$ cat src/rtl/alu_div_seq.sv
// -----------------------------------------------------------------------------
// alu_div_seq
//   Multi-cycle integer divide sequencer (DIV/DIVU/REM/REMU, RISC-V M
//   semantics). It owns no divider datapath: every cycle it steers the core's
//   shared combinational ALU and captures ALU results back into its own
//   registers. The algorithm is restoring division on operand magnitudes,
//   with one compare cycle and one subtract cycle per quotient bit, followed
//   by sign fix-up of the quotient and the remainder.
//
//   Optional feature macro: ALU_DIV_ZERO_BYPASS_EN
//     When defined, a zero divisor skips the iteration and goes straight to
//     DONE. The result is the same (quotient all ones, remainder = dividend)
//     and the ALU is never driven.
//
//   Ports
//     clk, rst_n         clock, asynchronous active-low reset
//     flush              synchronous abort back to IDLE (beats in_valid)
//     in_valid/in_ready  request handshake (in_ready high only in IDLE)
//     in_signed          1 = DIV/REM, 0 = DIVU/REMU
//     in_dividend        dividend
//     in_divisor         divisor
//     out_valid/out_ready  response handshake (result held until accepted)
//     quotient/remainder result
//     busy               block owns the ALU (state != IDLE)
//     alu_op..alu_sign   ALU control/operand drive
//     alu_out, alu_zero  ALU result and zero flag
// -----------------------------------------------------------------------------
module alu_div_seq #(
   parameter int WIDTH = 32
) (
   input  logic             clk,
   input  logic             rst_n,
   input  logic             flush,
   input  logic             in_valid,
   output logic             in_ready,
   input  logic             in_signed,
   input  logic [WIDTH-1:0] in_dividend,
   input  logic [WIDTH-1:0] in_divisor,
   output logic             out_valid,
   input  logic             out_ready,
   output logic [WIDTH-1:0] quotient,
   output logic [WIDTH-1:0] remainder,
   output logic             busy,
   output logic [2:0]       alu_op,
   output logic [WIDTH-1:0] alu_a,
   output logic [WIDTH-1:0] alu_b,
   output logic             alu_b_negate,
   output logic             alu_b_add_one,
   output logic             alu_sign,
   input  logic [WIDTH-1:0] alu_out,
   input  logic             alu_zero
);

   localparam int CW = (WIDTH > 1) ? $clog2(WIDTH) : 1;
   localparam logic [CW-1:0] LAST_BIT = CW'(WIDTH - 1);

   localparam logic [2:0] OP_ADD = 3'b000;
   localparam logic [2:0] OP_LTU = 3'b011;

   typedef enum logic [2:0] {
      S_IDLE, S_NEG_A, S_NEG_B, S_CMP, S_SUB, S_FIX_Q, S_FIX_R, S_DONE
   } state_t;

   state_t           r_state;
   logic [WIDTH-1:0] r_q;      // dividend, then |dividend|, then quotient
   logic [WIDTH-1:0] r_rem;    // partial remainder
   logic [WIDTH-1:0] r_d;      // divisor, then |divisor|
   logic [CW-1:0]    r_cnt;    // quotient bit counter
   logic             r_sa;     // dividend negative (signed op only)
   logic             r_sb;     // divisor negative (signed op only)
   logic             r_dz;     // divide by zero
   logic             r_ge;     // shifted remainder >= divisor this bit
   logic             r_in_ready;
   logic             r_out_valid;
   logic             r_busy;

   logic [WIDTH-1:0] w_rsh;
   logic             w_neg_q;

   // Partial remainder shifted left with the next dividend bit brought in.
   assign w_rsh   = {r_rem[WIDTH-2:0], r_q[WIDTH-1]};
   // Quotient is negated only for differing signs; a zero divisor keeps all ones.
   assign w_neg_q = (r_sa ^ r_sb) & ~r_dz;

   assign in_ready  = r_in_ready;
   assign out_valid = r_out_valid;
   assign busy      = r_busy;
   assign quotient  = r_q;
   assign remainder = r_rem;
   assign alu_sign  = 1'b0;

   // ALU drive decoded from the state register. Negation is a + ~b + 1 with a = 0.
   always_comb begin
      alu_op        = OP_ADD;
      alu_a         = '0;
      alu_b         = '0;
      alu_b_negate  = 1'b0;
      alu_b_add_one = 1'b0;
      case (r_state)
         S_NEG_A: begin
`ifdef ALU_DIV_ZERO_BYPASS_EN
            if (!r_dz) begin
               alu_b         = r_q;
               alu_b_negate  = r_sa;
               alu_b_add_one = r_sa;
            end
`else
            alu_b         = r_q;
            alu_b_negate  = r_sa;
            alu_b_add_one = r_sa;
`endif
         end
         S_NEG_B: begin
            alu_b         = r_d;
            alu_b_negate  = r_sb;
            alu_b_add_one = r_sb;
         end
         S_CMP: begin
            alu_op = OP_LTU;
            alu_a  = w_rsh;
            alu_b  = r_d;
         end
         S_SUB: begin
            alu_a         = r_rem;
            alu_b         = r_d;
            alu_b_negate  = 1'b1;
            alu_b_add_one = 1'b1;
         end
         S_FIX_Q: begin
            alu_b         = r_q;
            alu_b_negate  = w_neg_q;
            alu_b_add_one = w_neg_q;
         end
         S_FIX_R: begin
            alu_b         = r_rem;
            alu_b_negate  = r_sa;
            alu_b_add_one = r_sa;
         end
         default: ;
      endcase
   end

   always_ff @(posedge clk or negedge rst_n) begin
      if (!rst_n) begin
         r_state     <= S_IDLE;
         r_q         <= '0;
         r_rem       <= '0;
         r_d         <= '0;
         r_cnt       <= '0;
         r_sa        <= 1'b0;
         r_sb        <= 1'b0;
         r_dz        <= 1'b0;
         r_ge        <= 1'b0;
         r_in_ready  <= 1'b1;
         r_out_valid <= 1'b0;
         r_busy      <= 1'b0;
      end else if (flush) begin
         r_state     <= S_IDLE;
         r_in_ready  <= 1'b1;
         r_out_valid <= 1'b0;
         r_busy      <= 1'b0;
      end else begin
         case (r_state)
            S_IDLE: begin
               if (in_valid) begin
                  r_q        <= in_dividend;
                  r_d        <= in_divisor;
                  r_rem      <= '0;
                  r_cnt      <= '0;
                  r_ge       <= 1'b0;
                  r_sa       <= in_signed & in_dividend[WIDTH-1];
                  r_sb       <= in_signed & in_divisor[WIDTH-1];
                  r_dz       <= (in_divisor == '0);
                  r_state    <= S_NEG_A;
                  r_in_ready <= 1'b0;
                  r_busy     <= 1'b1;
               end
            end
            S_NEG_A: begin
`ifdef ALU_DIV_ZERO_BYPASS_EN
               if (r_dz) begin
                  // r_q still holds the raw dividend here.
                  r_rem       <= r_q;
                  r_q         <= '1;
                  r_state     <= S_DONE;
                  r_out_valid <= 1'b1;
               end else begin
                  r_q     <= alu_out;
                  r_state <= S_NEG_B;
               end
`else
               r_q     <= alu_out;
               r_state <= S_NEG_B;
`endif
            end
            S_NEG_B: begin
               r_d     <= alu_out;
               r_state <= S_CMP;
            end
            S_CMP: begin
               // A bit shifted out of the remainder top means the true
               // (WIDTH+1)-bit value already exceeds any divisor.
               r_ge    <= r_rem[WIDTH-1] | alu_zero;
               r_rem   <= w_rsh;
               r_q     <= {r_q[WIDTH-2:0], 1'b0};
               r_state <= S_SUB;
            end
            S_SUB: begin
               if (r_ge) r_rem <= alu_out;
               r_q[0] <= r_ge;
               if (r_cnt == LAST_BIT) begin
                  r_cnt   <= '0;
                  r_state <= S_FIX_Q;
               end else begin
                  r_cnt   <= r_cnt + 1'b1;
                  r_state <= S_CMP;
               end
            end
            S_FIX_Q: begin
               r_q     <= alu_out;
               r_state <= S_FIX_R;
            end
            S_FIX_R: begin
               r_rem       <= alu_out;
               r_state     <= S_DONE;
               r_out_valid <= 1'b1;
            end
            S_DONE: begin
               if (out_ready) begin
                  r_state     <= S_IDLE;
                  r_out_valid <= 1'b0;
                  r_in_ready  <= 1'b1;
                  r_busy      <= 1'b0;
               end
            end
            default: r_state <= S_IDLE;
         endcase
      end
   end

endmodule

$ cat config.mk
export PLATFORM = sky130hd
export DESIGN_NAME = alu_div_seq
export DESIGN_NICKNAME = d
export VERILOG_FILES = /design/src/rtl/alu_div_seq.sv
export SDC_FILE = /design/constraint.sdc
export NUM_CORES = 1
export LEC_CHECK = 0
export CORE_MARGIN = 5
export CORE_UTILIZATION = 45
export DETAILED_ROUTE_END_ITERATION = 7
export PLACE_DENSITY = 0.77
export SLEW_MARGIN = 20
export SYNTH_ARGS = -nofsm -noshare
export SYNTH_HDL_FRONTEND = slang
export SYNTH_SLANG_ARGS = --single-unit
$ cat constraint.sdc
create_clock -name clk -period 2.41 [get_ports clk]
set_clock_uncertainty 0.2 [all_clocks]
set_input_delay 0.482 -clock clk [delete_from_list [all_inputs] [get_ports clk]]
set_output_delay 0.482 -clock clk [all_outputs]
set_load 0.02 [all_outputs]
Yosys cells after proc, flatten, opt, wreduce, memory -nomap -nowiden
Index checks and enable logic that the tools add are counted.
{ "totals": {"ff_bits": 111, "latch_bits": 0, "ramBits": 0, "romBits": 0, "out_inout_bits": 137, "memories": 0} }
{ "op_classes": {"n_addsub": 1, "mul": 0, "n_div": 0, "n_lt_le_gt_ge": 0, "n_eq_ne": 12, "shifts": 0, "n_mux": 31, "n_bitwise": 7, "reduce_logical": 23} }
{ "op_table": {"columns": ["operator", "n"], "rows": [
  ["$mux W32", 4],
  ["$pmux W32 S2", 2],
  ["$pmux W32 S4", 1],
  ["$pmux W32 S3", 1],
  ["$pmux W31 S3", 1],
  ["$logic_not A32 Y1", 1],
  ["$pmux W3 S8", 1],
  ["$reduce_and A3 Y1", 7],
  ["$eq A3 B3 Y1 const B", 4],
  ["$mux W3", 4],
  ["$mux W5", 2],
  ["$pmux W5 S2", 1],
  ["$reduce_bool A3 Y1", 3],
  ["$pmux W1 S2", 4],
  ["$pmux W1 S4", 2],
  ["$reduce_bool A4 Y1", 2],
  ["$mux W1", 7],
  ["$eq A3 B2 Y1 const B", 2],
  ["$ne A3 B3 Y1 const B", 2],
  ["$reduce_bool A2 Y1", 3],
  ["$add A5 B1 Y5 const B", 1],
  ["$eq A5 B5 Y1 const B", 1],
  ["$ne A2 B2 Y1 const B", 2],
  ["$reduce_and A2 Y1", 2],
  ["other kinds (10)", 14]
]} }

Depth between registers and ports, before layout
{ "logic_depth": {"word_depth": 4, "ltp_mapped": 8} }

Worst setup path before layout
No wires, ideal clock.
{ "synth_timing": {"kind": "reg-to-output", "startpoint": "register r_state[1]", "endpoint": "output port alu_b_negate", "arrival_ns": 1.832, "t_required_ns": 1.728, "path_slack_ns": -0.104, "path_stages_with_launch": 9, "path_buffers": 5, "path_cell_list": "dfrtp_1 -> buf_6 -> buf_6 -> buf_2 -> buf_2 -> nor3_1 -> a21oi_1 -> a21oi_1 -> buf_4"} }
{ "synth_via": {"elab_chain_cells": 3, "elab_cells_between_ends": 7, "cone_classes": "5 x eq/ne; 1 x mux; 1 x reduce/logical"} }
{ "synth_rtl": {"columns": ["item", "line_no", "rtl"], "rows": [
  ["start, declared", "64", "state_t r_state;"],
  ["start signal, assigned", "145", "r_state <= S_IDLE;"],
  ["start signal, assigned", "158", "r_state <= S_IDLE;"],
  ["start signal, assigned", "174", "r_state <= S_NEG_A;"],
  ["$eq A3 B1 Y1 or $eq A3 B3 Y1 (tied branches)", null, null],
  ["$reduce_or A2 Y1 (no line)", null, null],
  ["$pmux W1 S4 (*)", null, null],
  ["end, declared", "47", "output logic alu_b_negate,"]
]} }
Mark *: on every way between the ends. The rest lies on a longest branch, timed or not.

Final worst setup path
{ "layout_timing": {"startpoint": "register r_state[2]", "endpoint": "output port alu_op[0]"} }
{ "layout_via": {"elab_chain_cells": 2} }
{ "layout_rtl": {"columns": ["item", "line_no", "rtl"], "rows": [
  ["$eq A3 B2 Y1", "99", "case (r_state)"],
  ["$mux W2", "99", null],
  ["end, declared", "44", "output logic [2:0] alu_op,"]
]} }
Every way passes these cells.

==> results list <==
* Status: finished, violations left
- Violations in the final reports: negative setup slack
- Warning count from the yosys run: 0
* Fmax: 0.412 GHz
- The die covers 17700 um^2.
* TritonCTS Buffers: 9
- Worst path slowest cell: sky130_fd_sc_hd__dfrtp_1
- CTS placed an instance of sky130_fd_sc_hd__clkbuf_16 at the clock tree root.
- The count of pins over their slew limit is 0.
* Placement-stage cell area: 9720 um^2
- Most common cell after layout, fill and taps aside: sky130_fd_sc_hd__clkdlybuf4s50_1
* Number of sinks handled by clock tree synthesis: 111
- Sequential share of the synthesized area: 40.9%
* Switching part of the total: 34.6%
- Worst EP arrival: 1.74 ns
- The initial utilization of the core area, before any placement, comes to 45.2%.
* RePlAce Congestion: 0.853
- Detailed-router iteration count before antenna repair: 5
- Clk pwr share: 24.3%
* Power density of the placed cells: 622 nW/um^2
- After floorplanning, the core was sized to cover 15000 um^2.
- Number of nets with antenna violations after routing: 0
- Worst setup path category: reg -> out
- For this design the top-level I/O count stands at 240.
* Die Height: 133 um
* Cell count of the worst reg-to-reg path: 7
* DR iter-0 viols: 481
* Number of hold violations in the final report: 0
* Flip-flop and latch area: 2780 um^2
* Launch point of the worst reg-to-reg path: r_state[0]$_DFFE_PN0P_
- The worst setup path is launched from a register.
- After floorplanning, the core was divided into 45 placement rows.
- Min cycle time layout: 2.42 ns
- Per-cell via count in the routed design: 6.01
- Number of DRC violations after detailed routing: 0
* Critical R2R Capture: quotient[11]$_DFFE_PN0P_
- For this design the total switching power over the nets is 2.15 mW.
- Critical path buffers and inverters: 3
* CTS tree: built
- The net count of the finished layout is 1042.
- Summed over all layers, the routed wires come to 25.0 mm.
- After synthesis, the mean cell area works out to 9.81 um^2.
- Worst hold slack across all endpoints: 0.279 ns
* Count of different cell masters after synthesis: 50
- Classification of the worst-slack hold path: reg -> reg
- Post-synthesis cell area: 6800 um^2
- For the final routed database, the setup TNS stands at -0.0342 ns.
- Endpoint required time on the critical path: 1.73 ns
- Detailed placement finished with a half-perimeter wire length of 17.3 mm.
- Share of layout cells above drive strength 1: 27.1%
- Yosys mapped a number of flops with a built-in enable equal to 0.
- The cell family contributing the most delay on the critical path is buffers and inverters.
* Final worst path period share: 101%
- After technology mapping, the gate count stands at 693.
- From left edge to right edge, the die measures 133 um.
- Count of port buffers added during placement: 237
* CTS max path bufs: 2
* Proportion of synthesized flip-flops having asynchronous set or reset: 100%
- Register-to-Register Setup Slack: 0.11 ns
- CTS H-tree lvls: 3
* Most used DFF post-synth: sky130_fd_sc_hd__dfrtp_1
- Most used cells in the layout excluding fill and tap cells: 168 x sky130_fd_sc_hd__clkdlybuf4s50_1, 108 x sky130_fd_sc_hd__dfrtp_1, 69 x sky130_fd_sc_hd__buf_4
- CTS clock-pin slew for the worst setup and hold paths: 0.07 ns
- Sequential cells burn 40.2% of the power.
* Area of the multi-input gates: 3840 um^2
- Sort of element at the end of the critical path: output port
- Combinational cells account for 35.5% of the total power.
- In the final routed layout, each cell accounts on average for 22.1 um.
- Launch point of the worst hold path: r_cnt[3]$_DFFE_PN0P_
- After synthesis the netlist holds a flip-flop and latch count of 111.
- Peak supply drop: 0.000383 V
- Setup violations remaining at the end of the flow were counted as 5.
- Summed over all layers, the global routing overflow is 0.
* Hold EP: r_cnt[3]$_DFFE_PN0P_
* Maximum fanout encountered on the critical timing path: 21
- Cell depth of the worst min-delay path: 1
* Combined global-route utilization of all metal layers: 27.2%
* Clk_lat worst skew: 0.35 ns
* Wire length of the first global-routing pass: 38.3 mm
- The number of antenna violations at the first check in global routing came to 0.
- Diodes inserted: 0
- Pin count of the biggest net entering global routing: 57
* Signed area change from the synthesized netlist to the final layout: 47.3%
* Filler instances: 1263
- Setup repair after global routing could not meet its margin everywhere.
- Internal power comes to 4.08 mW.
- Via count of the first global-routing pass: 6827
- Max-capacitance violation count: 0
* Slowest cell delay on critical path: 0.42 ns
- Leakage: 4.21 nW
* Count of vias placed by the detailed router: 6796
- Worst-case setup margin in the final layout: -0.0146 ns
* Critical path, cell by cell: nand2b_2, nor2_4, buf_12, buf_4, clkdlybuf4s15_2
- The finished cells cover 10000 um^2.
==> final cells by class <==
type	instances	share of cell area (%)
tap	188	2.35
clock buffer	12	2.46
sequential	111	27.8
timing repair buffer	302	28.5
multi-input combinational	509	38.3
inverter	4	0.150
clock inverter	4	0.450
==> routing by layer <==
layer  vias up  GRT usage, %  part of all wire, %
met4         0          9.12                  2.4
met3        42          3.57                  6.4
met1      3336          35.8                   42
met5         -             0                    0
li1       3109             -                    -
met2       309          46.2                   49
==> cell usage after synthesis, drive strengths merged (4+ instances only) <==
library cell / instances / area share [%]
a21oi: 36 / 2.6
a22o: 65 / 8.4
a22oi: 32 / 3.5
buf: 36 / 3.3
clkbuf: 34 / 1.9
dfrtp: 110 / 40
inv: 4 / 0.22
mux2: 63 / 10
mux2i: 65 / 9.6
nand2: 46 / 2.5
nand2b: 4 / 0.48
nand3: 4 / 0.29
nor2: 41 / 2.4
nor3: 4 / 0.37
nor4: 9 / 0.83
o21ai: 77 / 5.7
o22ai: 32 / 2.9
==> registers in the layout (all words and copies together), names as in the netlist <==
| signal | cells |
|---|---|
| out_valid | 1 |
| in_ready | 1 |
| busy | 1 |
| remainder | 32 |
| r_cnt | 5 |
| r_ge | 1 |
| r_dz | 1 |
| r_sb | 1 |
| r_d | 32 |
| r_sa | 1 |
| r_state | 3 |
| quotient | 32 |
==> how the worst max path moves through the flow <==
stage	endpoint	slack (ns)	startpoint	depth (start not counted)
6_report	alu_op[0]	-0.01	r_state[2]$_DFFE_PN0P_	5
5_1_grt	alu_b[6]	-0.1	r_state[1]$_DFFE_PN0P_	5
4_1_cts	alu_a[30]	-0.02	r_state[2]$_DFFE_PN0P_	5
3_5_place_dp	alu_b[18]	-0.11	r_state[1]$_DFFE_PN0P_	5
3_3_place_gp	alu_a[2]	-0.08	r_state[2]$_DFFE_PN0P_	5
2_1_floorplan	alu_a[12]	0.007	r_state[2]$_DFFE_PN0P_	6
==> kinds of logic (layout without fill, tap and decap cells) <==
logic type	Yosys count	after routing	share of synthesized area, %
buffers and inverters	74	322	5.39
other	1	2	0.0551
xor gates and xnor gates	1	1	0.129
muxes	128	128	20.0
adders and majority gates	2	2	0.368
DFF	111	111	40.9
and+or+nand+nor	121	121	8.46
AOI/OAI and AO/OA	255	255	24.7
==> timing repair <==
item / CTS / global route
hold endpoints to repair: 110 / 0
buffers inserted: 3 / 0
pin swaps: 1 / 3
endpoints found under the setup margin: 85 / 69
hold buffers: 1 / 0
gates cloned: 2 / 1
gates resized for setup: 310 / 66
==> metrics by stage <==
stage	power [mW]	setup slack (ns)	instances	util [%]
2_1_floorplan	3.56	0.00692	694	-
6_report	6.23	-0.0146	1130	66.6
3_3_place_gp	4.64	-0.0754	1107	64.6
5_1_grt	6.50	-0.0957	1130	66.6
4_1_cts	6.12	-0.0173	1129	65.4
3_5_place_dp	4.69	-0.113	1107	64.6
==> power groups by stage <==
stage / Combinational, mW / Clock (mW) / Sequential, mW
6_report: 2.21 / 1.52 / 2.51
5_1_grt: 2.36 / 1.60 / 2.55
4_1_cts: 2.13 / 1.53 / 2.46
3_5_place_dp: 2.19 / 0 / 2.49
3_3_place_gp: 2.15 / 0 / 2.48
2_1_floorplan: 0.960 / 0 / 2.60
Note: power is estimated with default switching activity, not from simulation.
